## config.mk

```make
export PLATFORM = sky130hd
export DESIGN_NAME = alu_cmd_sequencer
export DESIGN_NICKNAME = d
export VERILOG_FILES = /design/src/rtl/alu_pkg.sv /design/src/rtl/sync_fifo.sv /design/src/rtl/alu_cmd_sequencer.sv
export SDC_FILE = /design/constraint.sdc
export NUM_CORES = 1
export LEC_CHECK = 0
export ABC_AREA = 0
export CAP_MARGIN = 25
export CORE_ASPECT_RATIO = 1.1
export CORE_MARGIN = 3
export CORE_UTILIZATION = 54
export CTS_CLUSTER_SIZE = 20
export DETAILED_ROUTE_END_ITERATION = 8
export GPL_ROUTABILITY_DRIVEN = 0
export GPL_TIMING_DRIVEN = 0
export PLACE_DENSITY_LB_ADDON = 0.12
export SYNTH_ARGS = -nofsm -noshare
export SYNTH_HDL_FRONTEND = slang
export SYNTH_SLANG_ARGS = --single-unit
```

## constraint.sdc

```tcl
create_clock -name clk -period 4 [get_ports clk]
set_clock_uncertainty 0.2 [all_clocks]
set_input_delay 0.4 -clock clk [delete_from_list [all_inputs] [get_ports clk]]
set_output_delay 0.4 -clock clk [all_outputs]
set_load 0.005 [all_outputs]
```

## src/rtl/alu_pkg.sv

```systemverilog
// Shared definitions for the ALU command sequencer: opcodes, flag bit positions, FSM states.
package alu_pkg;

  localparam int unsigned OP_W    = 4;
  localparam int unsigned FLAGS_W = 4;

  localparam logic [OP_W-1:0] OP_AND  = 4'd0;
  localparam logic [OP_W-1:0] OP_OR   = 4'd1;
  localparam logic [OP_W-1:0] OP_NOT  = 4'd2;
  localparam logic [OP_W-1:0] OP_NOR  = 4'd3;
  localparam logic [OP_W-1:0] OP_XOR  = 4'd4;
  localparam logic [OP_W-1:0] OP_NAND = 4'd5;
  localparam logic [OP_W-1:0] OP_ADD  = 4'd6;
  localparam logic [OP_W-1:0] OP_SUB  = 4'd7;
  localparam logic [OP_W-1:0] OP_ABS  = 4'd8;
  localparam logic [OP_W-1:0] OP_MUL  = 4'd9;
  localparam logic [OP_W-1:0] OP_SHL  = 4'd10;
  localparam logic [OP_W-1:0] OP_ASHL = 4'd11;
  localparam logic [OP_W-1:0] OP_SHR  = 4'd12;
  localparam logic [OP_W-1:0] OP_ASHR = 4'd13;
  localparam logic [OP_W-1:0] OP_FADD = 4'd14;
  localparam logic [OP_W-1:0] OP_FMUL = 4'd15;

  // Bit positions inside the {Cout,Negative,Zero,Overflow} flag vector.
  localparam int unsigned FLAG_COUT = 3;
  localparam int unsigned FLAG_NEG  = 2;
  localparam int unsigned FLAG_ZERO = 1;
  localparam int unsigned FLAG_OVF  = 0;

  typedef enum logic [1:0] {
    ST_IDLE  = 2'd0,
    ST_DRIVE = 2'd1,
    ST_RESP  = 2'd2
  } seq_state_e;

endpackage

```

## src/rtl/sync_fifo.sv

```systemverilog
// Single-clock FIFO with show-ahead read data; pointers carry an extra wrap bit.
module sync_fifo #(
  parameter int unsigned WIDTH = 8,
  parameter int unsigned DEPTH = 4
) (
  input  logic             clk,
  input  logic             rst_n,
  input  logic             push,
  input  logic [WIDTH-1:0] wdata,
  input  logic             pop,
  output logic [WIDTH-1:0] rdata,
  output logic             full,
  output logic             empty
);

  localparam int unsigned AW = $clog2(DEPTH);

  logic [AW:0]      wr_ptr_q;
  logic [AW:0]      rd_ptr_q;
  logic [WIDTH-1:0] mem_q [DEPTH];

  // Pointer advance; callers never push when full or pop when empty.
  always_ff @(posedge clk or negedge rst_n) begin
    if (!rst_n) begin
      wr_ptr_q <= '0;
      rd_ptr_q <= '0;
    end else begin
      if (push) wr_ptr_q <= wr_ptr_q + (AW+1)'(1);
      if (pop)  rd_ptr_q <= rd_ptr_q + (AW+1)'(1);
    end
  end

  // Storage array; contents are don't-care until written, so no reset.
  always_ff @(posedge clk) begin
    if (push) mem_q[wr_ptr_q[AW-1:0]] <= wdata;
  end

  assign rdata = mem_q[rd_ptr_q[AW-1:0]];
  assign empty = (wr_ptr_q == rd_ptr_q);
  assign full  = (wr_ptr_q[AW] != rd_ptr_q[AW]) &&
                 (wr_ptr_q[AW-1:0] == rd_ptr_q[AW-1:0]);

endmodule

```

## src/rtl/alu_cmd_sequencer.sv

```systemverilog
// Queues ALU commands, drives each onto the combinational ALU for a fixed settle
// time, then captures Y/flags and returns them on a valid/ready response stream.
module alu_cmd_sequencer
  import alu_pkg::*;
#(
  parameter int unsigned DATA_W     = 32,
  parameter int unsigned SEL_W      = 4,
  parameter int unsigned DEPTH      = 4,
  parameter int unsigned SETTLE_CYC = 2
) (
  input  logic               clk,
  input  logic               rst_n,
  input  logic               cmd_valid,
  output logic               cmd_ready,
  input  logic [DATA_W-1:0]  cmd_a,
  input  logic [DATA_W-1:0]  cmd_b,
  input  logic [SEL_W-1:0]   cmd_sel,
  input  logic               cmd_cin,
  output logic [DATA_W-1:0]  alu_a,
  output logic [DATA_W-1:0]  alu_b,
  output logic [SEL_W-1:0]   alu_sel,
  output logic               alu_cin,
  input  logic [DATA_W-1:0]  alu_y,
  input  logic [FLAGS_W-1:0] alu_flags,
  output logic               rsp_valid,
  input  logic               rsp_ready,
  output logic [DATA_W-1:0]  rsp_y,
  output logic [FLAGS_W-1:0] rsp_flags,
  output logic [SEL_W-1:0]   rsp_sel,
  output logic               busy
);

  localparam int unsigned CMD_W = 2*DATA_W + SEL_W + 1;
  localparam int unsigned CNT_W = (SETTLE_CYC > 1) ? $clog2(SETTLE_CYC) : 1;

  seq_state_e         state_q, state_d;
  logic [CNT_W-1:0]   cnt_q, cnt_d;
  logic [DATA_W-1:0]  alu_a_q, alu_a_d;
  logic [DATA_W-1:0]  alu_b_q, alu_b_d;
  logic [SEL_W-1:0]   alu_sel_q, alu_sel_d;
  logic               alu_cin_q, alu_cin_d;
  logic               rsp_valid_q, rsp_valid_d;
  logic [DATA_W-1:0]  rsp_y_q, rsp_y_d;
  logic [FLAGS_W-1:0] rsp_flags_q, rsp_flags_d;
  logic [SEL_W-1:0]   rsp_sel_q, rsp_sel_d;

  logic               rdy_en_q;
  logic               fifo_push;
  logic               fifo_pop;
  logic               fifo_full;
  logic               fifo_empty;
  logic [CMD_W-1:0]   fifo_wdata;
  logic [CMD_W-1:0]   fifo_rdata;
  logic [DATA_W-1:0]  head_a;
  logic [DATA_W-1:0]  head_b;
  logic [SEL_W-1:0]   head_sel;
  logic               head_cin;

  // Holds cmd_ready low through reset and lets it rise on the first edge after release.
  always_ff @(posedge clk or negedge rst_n) begin
    if (!rst_n) rdy_en_q <= 1'b0;
    else        rdy_en_q <= 1'b1;
  end

  assign cmd_ready  = rdy_en_q && !fifo_full;
  assign fifo_push  = cmd_valid && cmd_ready;
  assign fifo_wdata = {cmd_a, cmd_b, cmd_sel, cmd_cin};
  assign {head_a, head_b, head_sel, head_cin} = fifo_rdata;

  sync_fifo #(
    .WIDTH (CMD_W),
    .DEPTH (DEPTH)
  ) u_cmd_fifo (
    .clk   (clk),
    .rst_n (rst_n),
    .push  (fifo_push),
    .wdata (fifo_wdata),
    .pop   (fifo_pop),
    .rdata (fifo_rdata),
    .full  (fifo_full),
    .empty (fifo_empty)
  );

  // Next-state logic: issue from the FIFO, count the settle window, capture, hand off.
  always_comb begin
    state_d     = state_q;
    cnt_d       = cnt_q;
    alu_a_d     = alu_a_q;
    alu_b_d     = alu_b_q;
    alu_sel_d   = alu_sel_q;
    alu_cin_d   = alu_cin_q;
    rsp_valid_d = rsp_valid_q;
    rsp_y_d     = rsp_y_q;
    rsp_flags_d = rsp_flags_q;
    rsp_sel_d   = rsp_sel_q;
    fifo_pop    = 1'b0;

    case (state_q)
      ST_IDLE: begin
        if (!fifo_empty) begin
          fifo_pop  = 1'b1;
          alu_a_d   = head_a;
          alu_b_d   = head_b;
          alu_sel_d = head_sel;
          alu_cin_d = head_cin;
          cnt_d     = CNT_W'(SETTLE_CYC - 1);
          state_d   = ST_DRIVE;
        end
      end
      ST_DRIVE: begin
        if (cnt_q == '0) begin
          rsp_y_d     = alu_y;
          rsp_flags_d = alu_flags;
          rsp_sel_d   = alu_sel_q;
          rsp_valid_d = 1'b1;
          state_d     = ST_RESP;
        end else begin
          cnt_d = cnt_q - CNT_W'(1);
        end
      end
      ST_RESP: begin
        if (rsp_ready) begin
          rsp_valid_d = 1'b0;
          if (!fifo_empty) begin
            // Back-to-back issue keeps one response per SETTLE_CYC+1 cycles.
            fifo_pop  = 1'b1;
            alu_a_d   = head_a;
            alu_b_d   = head_b;
            alu_sel_d = head_sel;
            alu_cin_d = head_cin;
            cnt_d     = CNT_W'(SETTLE_CYC - 1);
            state_d   = ST_DRIVE;
          end else begin
            state_d = ST_IDLE;
          end
        end
      end
      default: state_d = ST_IDLE;
    endcase
  end

  // State, operand and capture registers; reset drops any in-flight op.
  always_ff @(posedge clk or negedge rst_n) begin
    if (!rst_n) begin
      state_q     <= ST_IDLE;
      cnt_q       <= '0;
      alu_a_q     <= '0;
      alu_b_q     <= '0;
      alu_sel_q   <= '0;
      alu_cin_q   <= 1'b0;
      rsp_valid_q <= 1'b0;
      rsp_y_q     <= '0;
      rsp_flags_q <= '0;
      rsp_sel_q   <= '0;
    end else begin
      state_q     <= state_d;
      cnt_q       <= cnt_d;
      alu_a_q     <= alu_a_d;
      alu_b_q     <= alu_b_d;
      alu_sel_q   <= alu_sel_d;
      alu_cin_q   <= alu_cin_d;
      rsp_valid_q <= rsp_valid_d;
      rsp_y_q     <= rsp_y_d;
      rsp_flags_q <= rsp_flags_d;
      rsp_sel_q   <= rsp_sel_d;
    end
  end

  assign alu_a     = alu_a_q;
  assign alu_b     = alu_b_q;
  assign alu_sel   = alu_sel_q;
  assign alu_cin   = alu_cin_q;
  assign rsp_valid = rsp_valid_q;
  assign rsp_y     = rsp_y_q;
  assign rsp_flags = rsp_flags_q;
  assign rsp_sel   = rsp_sel_q;
  assign busy      = (state_q != ST_IDLE) || !fifo_empty;

endmodule
```

==> results of run 1 <==
[area by class of cell]
cell class | instances | area (um2)
Buffer | 28 | 171
Clock buffer | 49 | 1070
Timing Repair Buffer | 226 | 2350
Inverter | 4 | 15.0
Tap cell | 352 | 440
Antenna cell | 1 | 2.50
Sequential cell | 396 | 11300
Clock inverter | 23 | 181
Multi-Input combinational cell | 217 | 3080
Fill cell | 1606 | 7690
[metal layers]
metal  wire length (um)  up-vias
met2              14500      229
li1                   -     3112
met4                487        2
met1              11400     3631
met5                 13        -
met3               1840       38
[worst max-delay path: cells and delay by family (launching register included)]
family	cells	cell delay [ps]
AO/OA/AOI/OAI	1	230
XOR/XNOR	1	200
buffers and inverters	2	790
flip-flops	1	380
AND/OR/NAND/NOR	1	190
[stage by stage]
stage | TNS [ps] | power, W | utilization [%] | std cells | cell area, um2
finish | 0 | 0.0139 | 70.8 | 1296 | 18600
global route | 0 | 0.0147 | 70.8 | 1296 | 18600
CTS | 0 | 0.0141 | 70.8 | 1295 | 18600
detailed placement | 0 | 0.0106 | 65.9 | 1222 | 17300
global placement | -616780 | 0.0104 | 65.4 | 1217 | 17200
floorplan | 0 | 0.00840 | - | 645 | 14500
[final timing paths]
check,startpoint,to,slack [ps],depth (start not counted)
worst max-delay path,u_cmd_fifo.rd_ptr_q[0],cmd_ready,1100,5
worst min-delay path,rst_n,rsp_y[7],190,2
worst max register to register,u_cmd_fifo.rd_ptr_q[1],u_cmd_fifo.mem_q[3][13],1170,5
worst min register to register,rsp_y[16],rsp_y[16],290,1
max in group asynchronous,rst_n,alu_b[10],2620,3
min in group clk,alu_flags[2],rsp_flags[2],280,2
[power groups by stage]
stage / Combinational [W] / Clock [W] / Sequential [W]
3_5_place_dp: 0.00465 / 0 / 0.00593
2_1_floorplan: 0.00250 / 0 / 0.00590
4_1_cts: 0.00468 / 0.00360 / 0.00586
6_report: 0.00455 / 0.00351 / 0.00585
5_1_grt: 0.00495 / 0.00377 / 0.00595
3_3_place_gp: 0.00448 / 0 / 0.00591
[registers in the layout, summed over array words and instances, names as in the netlist]
signal / flops
u_cmd_fifo.rd_ptr_q: 3
rsp_valid: 1
u_cmd_fifo.mem_q: 276
alu_a: 32
rsp_y: 32
alu_cin: 1
rdy_en_q: 1
rsp_flags: 4
alu_b: 32
alu_sel: 4
rsp_sel: 4
cnt_q: 1
u_cmd_fifo.wr_ptr_q: 3
state_q: 2
[cells in the final DEF (no fill, tap or decap), drive strengths merged, types with 2 or more instances in the layout]
| master | netlist | routed |
|---|---|---|
| clkinvlp | 0 | 2 |
| buf | 21 | 27 |
| o21ai | 3 | 3 |
| xor2 | 3 | 3 |
| clkdlybuf4s50 | 0 | 219 |
| mux2 | 110 | 110 |
| bufinv | 0 | 2 |
| clkbuf | 7 | 56 |
| nor2 | 3 | 3 |
| dfrtp | 120 | 120 |
| xnor2 | 5 | 5 |
| clkinv | 0 | 18 |
| ha | 5 | 5 |
| edfxtp | 276 | 276 |
| nand2 | 3 | 3 |
| mux4 | 69 | 69 |
| a21o | 2 | 2 |
| and2 | 5 | 5 |
| inv | 4 | 5 |
[kinds of logic (layout without fill, tap and decap cells)]
logic type	after synthesis	count (layout)
xor gates and xnor gates	8	8
DFF	396	396
and+or+nand+nor	14	14
buffers and inverters	32	330
AOI/OAI and AO/OA	10	10
other	1	2
muxes	179	179
adders and majority gates	5	5
==> results.ini, run 1 <==
[pwr]
max-vdd-ir-drop_v=0.000400
switching_share_pct=27.1
pwr-share-seq_pct=42.0
p_switching_w=0.00377
p_per_area_nw_per_um2=748
p_comb_share_pct=32.7
power.internal_w=0.0101
pwr-share-clk_pct=25.3
leakagePower_nw=6.59

[timing]
period_share_pct=72.4
max_freq_ghz=0.345
finalCriticalPeriod_ps=2900
worstMarginPinSlew_ps=689
slew_violations=0
hold_viol=0
setup_viol=0
timing.hold.ws_ps=186
slew_headroom_pct=54.1
layout_setup_ws_ps=1100
rsz0062_at_grt=false

[run_status]
status=finished, final reports clean

[floorplanning]
die_w_um=163
rows=62
die_h_um=178
ios=221
core_um2=26300
initial_core_util_pct=55.3
dieArea_um2=28900

[flow_run]
max_cap_viol_count=0

[logic_synthesis]
syn_area_um2=14500
synth_xor_area_share_pct=0.482
yosys-top-cells-area=edfxtp_1 (57%), dfrtp_1 (21%), mux4_2 (11%)
synth_edf_count=276
synth_top_family_by_area=multiplexers
yosysMostFrequentCell=edfxtp_1
ys_seq_elements=396
synthCells=645
synth_ff_type=edfxtp_1
yosysTopAreaCellShare_pct=57.0
async_reset_ff_share_pct=30.3
synth-compound-area-share_pct=0.490
synthMuxAreaShare_pct=19.2
synth.largest_area_cell=edfxtp_1
yosys_warnings=0
synthSimpleGateAreaFrac_pct=0.490
avgSynthCellArea_um2=22.6
yosys.area_share.adder_pct=0.430
synth_cell_types=27
synth_commonest_cells=edfxtp_1 (276), dfrtp_1 (120), mux2_1 (86), mux4_2 (69), mux2_2 (24)
ys_seq_area_share_pct=77.6
syn-num-nets=759

[critical_path]
max_stage_delay_ps=570
crit_fanout=8
crit_chain=buf_2 -> xnor2_1 -> and2_1 -> a21boi_0 -> clkdlybuf4s50_1
arrival_ps=2300
end_kind=output pin
crit_type=flip-flop to output pin
worstPathRequired_ps=3400
critPathLaunchType=flip-flop
cp_slowest_cell=clkdlybuf4s50_1

[clock_tree]
clkTransAtPathRegs_ps=60
cts.sinks=396
htree_levels=2
insertion_delay_ps=510
cts_setup_buffers=0
cts_hold_buffers=1
clockRootBuffer=clkbuf_16
clock_path_buffers=3
cts_tree=built
post_cts_resize_count=0
numCtsBuffers=39

[global_route]
grt.total_usage_pct=19.7
grt_antenna_before_repair=2
grt_pass1_vias=7679
grtUsageMet1_pct=25.4
use_met3_pct=4.74
grt_overflow=0
grt_use_met2_pct=34.5
grt_max_degree=86
grt_pass1_wl_mm=43.3
grt-busiest-layer=met2

[finish]
drive_gt1_share_pct=19.7
syn2layout_area_growth_pct=27.9
fin_nets=1026

[routing]
routedWlPerCell_um=21.8
ant_nets=0
vias=7012
drt_wl_total_mm=28.2
drcViolationCount=0
drt-initial-drc-count=340
drtPass1Iterations=5
viasPerCell=5.41

[place]
dpl.hpwl_mm=17.7
io_buffer_count=220
place_ws_ps=1130

[worst_hold_path]
hold_class=input port to async pin

Note: power is estimated with default switching activity, not from simulation.
==> inputs of run 2 (changes only) <==
--- a/config.mk
+++ b/config.mk
@@ -9,7 +9,7 @@
 export CAP_MARGIN = 25
 export CORE_ASPECT_RATIO = 1.1
 export CORE_MARGIN = 3
-export CORE_UTILIZATION = 54
+export CORE_UTILIZATION = 48
 export CTS_CLUSTER_SIZE = 20
 export DETAILED_ROUTE_END_ITERATION = 8
 export GPL_ROUTABILITY_DRIVEN = 0
==> constraint.sdc (replaced) <==
create_clock -name clk -period 2.6 [get_ports clk]
set_clock_uncertainty 0.2 [all_clocks]
set_input_delay 0.26 -clock clk [delete_from_list [all_inputs] [get_ports clk]]
set_output_delay 0.26 -clock clk [all_outputs]
set_load 0.005 [all_outputs]
==> run 2 against run 1 <==
Hold slack lost 130 ps; clock-buffer cell count increased by 2; combinational power is 58% higher; global-route usage fell by 1.7 points; non-clock buffer count stayed put; sequential share of layout area shrank 0.20 points; clock power rose by 50%; routed wire length grew 2.9%; via count is 1.4% higher; die area up 12%; critical endpoint is now busy; largest power group unchanged.
==> results.ini, run 2 (synthesis results as in run 1) <==
[clock_tree]
insertion_delay_ps=520  ; was 510 ps
cts_tree=built  ; unchanged
clockRootBuffer=clkbuf_16  ; unchanged
numCtsBuffers=39  ; unchanged
cts.sinks=396  ; unchanged
cts_setup_buffers=0  ; unchanged
clock_path_buffers=3  ; unchanged
clkTransAtPathRegs_ps=60  ; about the same
htree_levels=2  ; unchanged

[critical_path]
end_kind=output pin  ; unchanged
worstPathRequired_ps=2140  ; was 3400 ps
crit_type=flip-flop to output pin  ; unchanged
critPathLaunchType=flip-flop  ; unchanged
arrival_ps=2080  ; was 2300 ps
crit_fanout=8  ; unchanged

[global_route]
grtUsageMet1_pct=23.8  ; was 25.4%
grt-busiest-layer=met2  ; unchanged
grt_overflow=0  ; unchanged
grt_pass1_wl_mm=44.5  ; was 43.3 mm
use_met3_pct=3.99  ; was 4.74%
grt_antenna_before_repair=2  ; unchanged
grt_pass1_vias=7755  ; was 7,679
grt_max_degree=83  ; was 86
grt.total_usage_pct=18.1  ; was 19.7%
grt_use_met2_pct=31.1  ; was 34.5%

[routing]
vias=7107  ; was 7,012
drt-initial-drc-count=258  ; was 340
drcViolationCount=0  ; unchanged
drtPass1Iterations=6  ; was 5
routedWlPerCell_um=22.0  ; was 21.8 um
drt_wl_total_mm=29.0  ; was 28.2 mm
ant_nets=0  ; unchanged
viasPerCell=5.38  ; was 5.41

[finish]
n_fill_cell=2059  ; was 1,606
final_cell_mix=edfxtp_1 (276), clkdlybuf4s50_1 (218), dfrtp_1 (120), mux2_1 (86), mux4_2 (69)  ; was edfxtp_1 (276), clkdlybuf4s50_1 (219), dfrtp_1 (120), mux2_1 (86), mux4_2 (69)
finalNonFillerCells=1321  ; was 1,296
final_common_cell=edfxtp_1  ; unchanged
regArea_um2=11300  ; unchanged
fin_nets=1030  ; was 1,026
drive_gt1_share_pct=20.2  ; was 19.7%
syn2layout_area_growth_pct=28.3  ; was 27.9%
diodes=0  ; was 1
multi_input_area_um2=3160  ; was 3080 um2
largest_register_ffs=276  ; unchanged

[timing]
setup_viol=0  ; unchanged
finalCriticalPeriod_ps=2540
slew_headroom_pct=52.2  ; was 54.1%
worstMarginPinSlew_ps=717  ; was 689 ps
hold_viol=0  ; unchanged
period_share_pct=97.7
slew_violations=0  ; unchanged
final.setup.tns_ps=0  ; unchanged
timing.hold.ws_ps=51.4  ; was 186 ps
max_freq_ghz=0.394

[floorplanning]
die_h_um=189  ; was 178 um
core_um2=29700  ; was 26,300 um2
ios=221  ; unchanged
rows=66  ; was 62
initial_core_util_pct=48.9  ; was 55.3%
dieArea_um2=32400  ; was 28,900 um2
die_w_um=172  ; was 163 um

[pwr]
max-vdd-ir-drop_v=0.000600  ; was 0.000400 V
finalPower_w=0.0215  ; was 0.0139 W
leakagePower_nw=6.61  ; was 6.59 nW
p_per_area_nw_per_um2=1150  ; was 748 nW/um2

[place]
place_inst=1244  ; was 1,222
io_buffer_count=220  ; unchanged
dpl.hpwl_mm=18.0  ; was 17.7 mm

[flow_run]
max_cap_viol_count=0  ; unchanged

[worst_hold_path]
hold_class=input port to async pin  ; unchanged

[run_status]
status=finished, final reports clean  ; unchanged

==> run 2: cell types whose count changed in the layout (fill, tap and decap cells not counted), sizes merged <==
cell / change
and2: +4
bufinv: -1
clkbuf: +2
clkdlybuf4s50: -1
clkinv: -1
clkinvlp: -2
diode: -1
dlygate4sd2: +1
inv: +2
==> run 2: final timing paths <==
check                                       startpoint                 endpoint  slack [ps]  depth (start not counted)
worst max-delay path            u_cmd_fifo.rd_ptr_q[1]                     busy          60                          5
worst min-delay path                             rst_n                alu_a[29]          50                          2
worst max register to register  u_cmd_fifo.rd_ptr_q[0]  u_cmd_fifo.mem_q[3][47]         110                          5
worst min register to register               rsp_y[23]                rsp_y[23]         280                          1
max in group asynchronous                        rst_n                 alu_a[4]        1350                          3
min in group clk                             alu_y[28]                rsp_y[28]         150                          2
==> run 2: area by class of cell <==
class / count / area share, %
buffer: 28 / 0.945
clock buffer: 51 / 5.74
clock inverter: 21 / 0.724
inverter: 4 / 0.0804
multi-input combinational: 221 / 16.9
sequential: 396 / 60.5
tap: 374 / 2.51
timing repair buffer: 226 / 12.6
==> run 2: critical path: stages (launching register included) <==
cell,delay (ps)
dfrtp_1,380
buf_4,210
xnor2_4,230
and2_1,180
nand3_1,90
clkdlybuf4s50_1,480
==> run 2: what timing repair did <==
| action | CTS | global route |
|---|---|---|
| hold endpoints to repair | 120 | 0 |
| hold buffers | 1 | 0 |
| resized for setup | 7 | 2 |
| gates cloned | 3 | 1 |
| setup endpoints to repair | 211 | 49 |
| pin swaps | 3 | 2 |
==> run 2: where the power goes <==
group          internal (W)  switching, W  leakage, nW
sequential          0.00834      0.000665         3.91
clock               0.00302       0.00224        0.606
combinational       0.00421       0.00299         2.10
total                0.0156       0.00590         6.61
==> run 2: layer usage <==
| layer | vias up | wire [um] | share of wire, % |
|---|---|---|---|
| li1 | 3128 | - | - |
| met1 | 3723 | 11800 | 41 |
| met2 | 213 | 14900 | 51 |
| met3 | 39 | 1790 | 6.2 |
| met4 | 4 | 484 | 1.7 |
| met5 | - | 27 | 0.093 |
==> run 2: metrics by stage <==
step / instance area, um2 / setup slack (ps) / utilization, %
global placement: 17200 / -4290 / 57.9
global route: 18700 / -32.0 / 62.8
finish: 18700 / 60.8 / 62.8
CTS: 18600 / 0.341 / 62.7
detailed placement: 17400 / -284 / 58.4
floorplan: 14600 / -41.9 / -
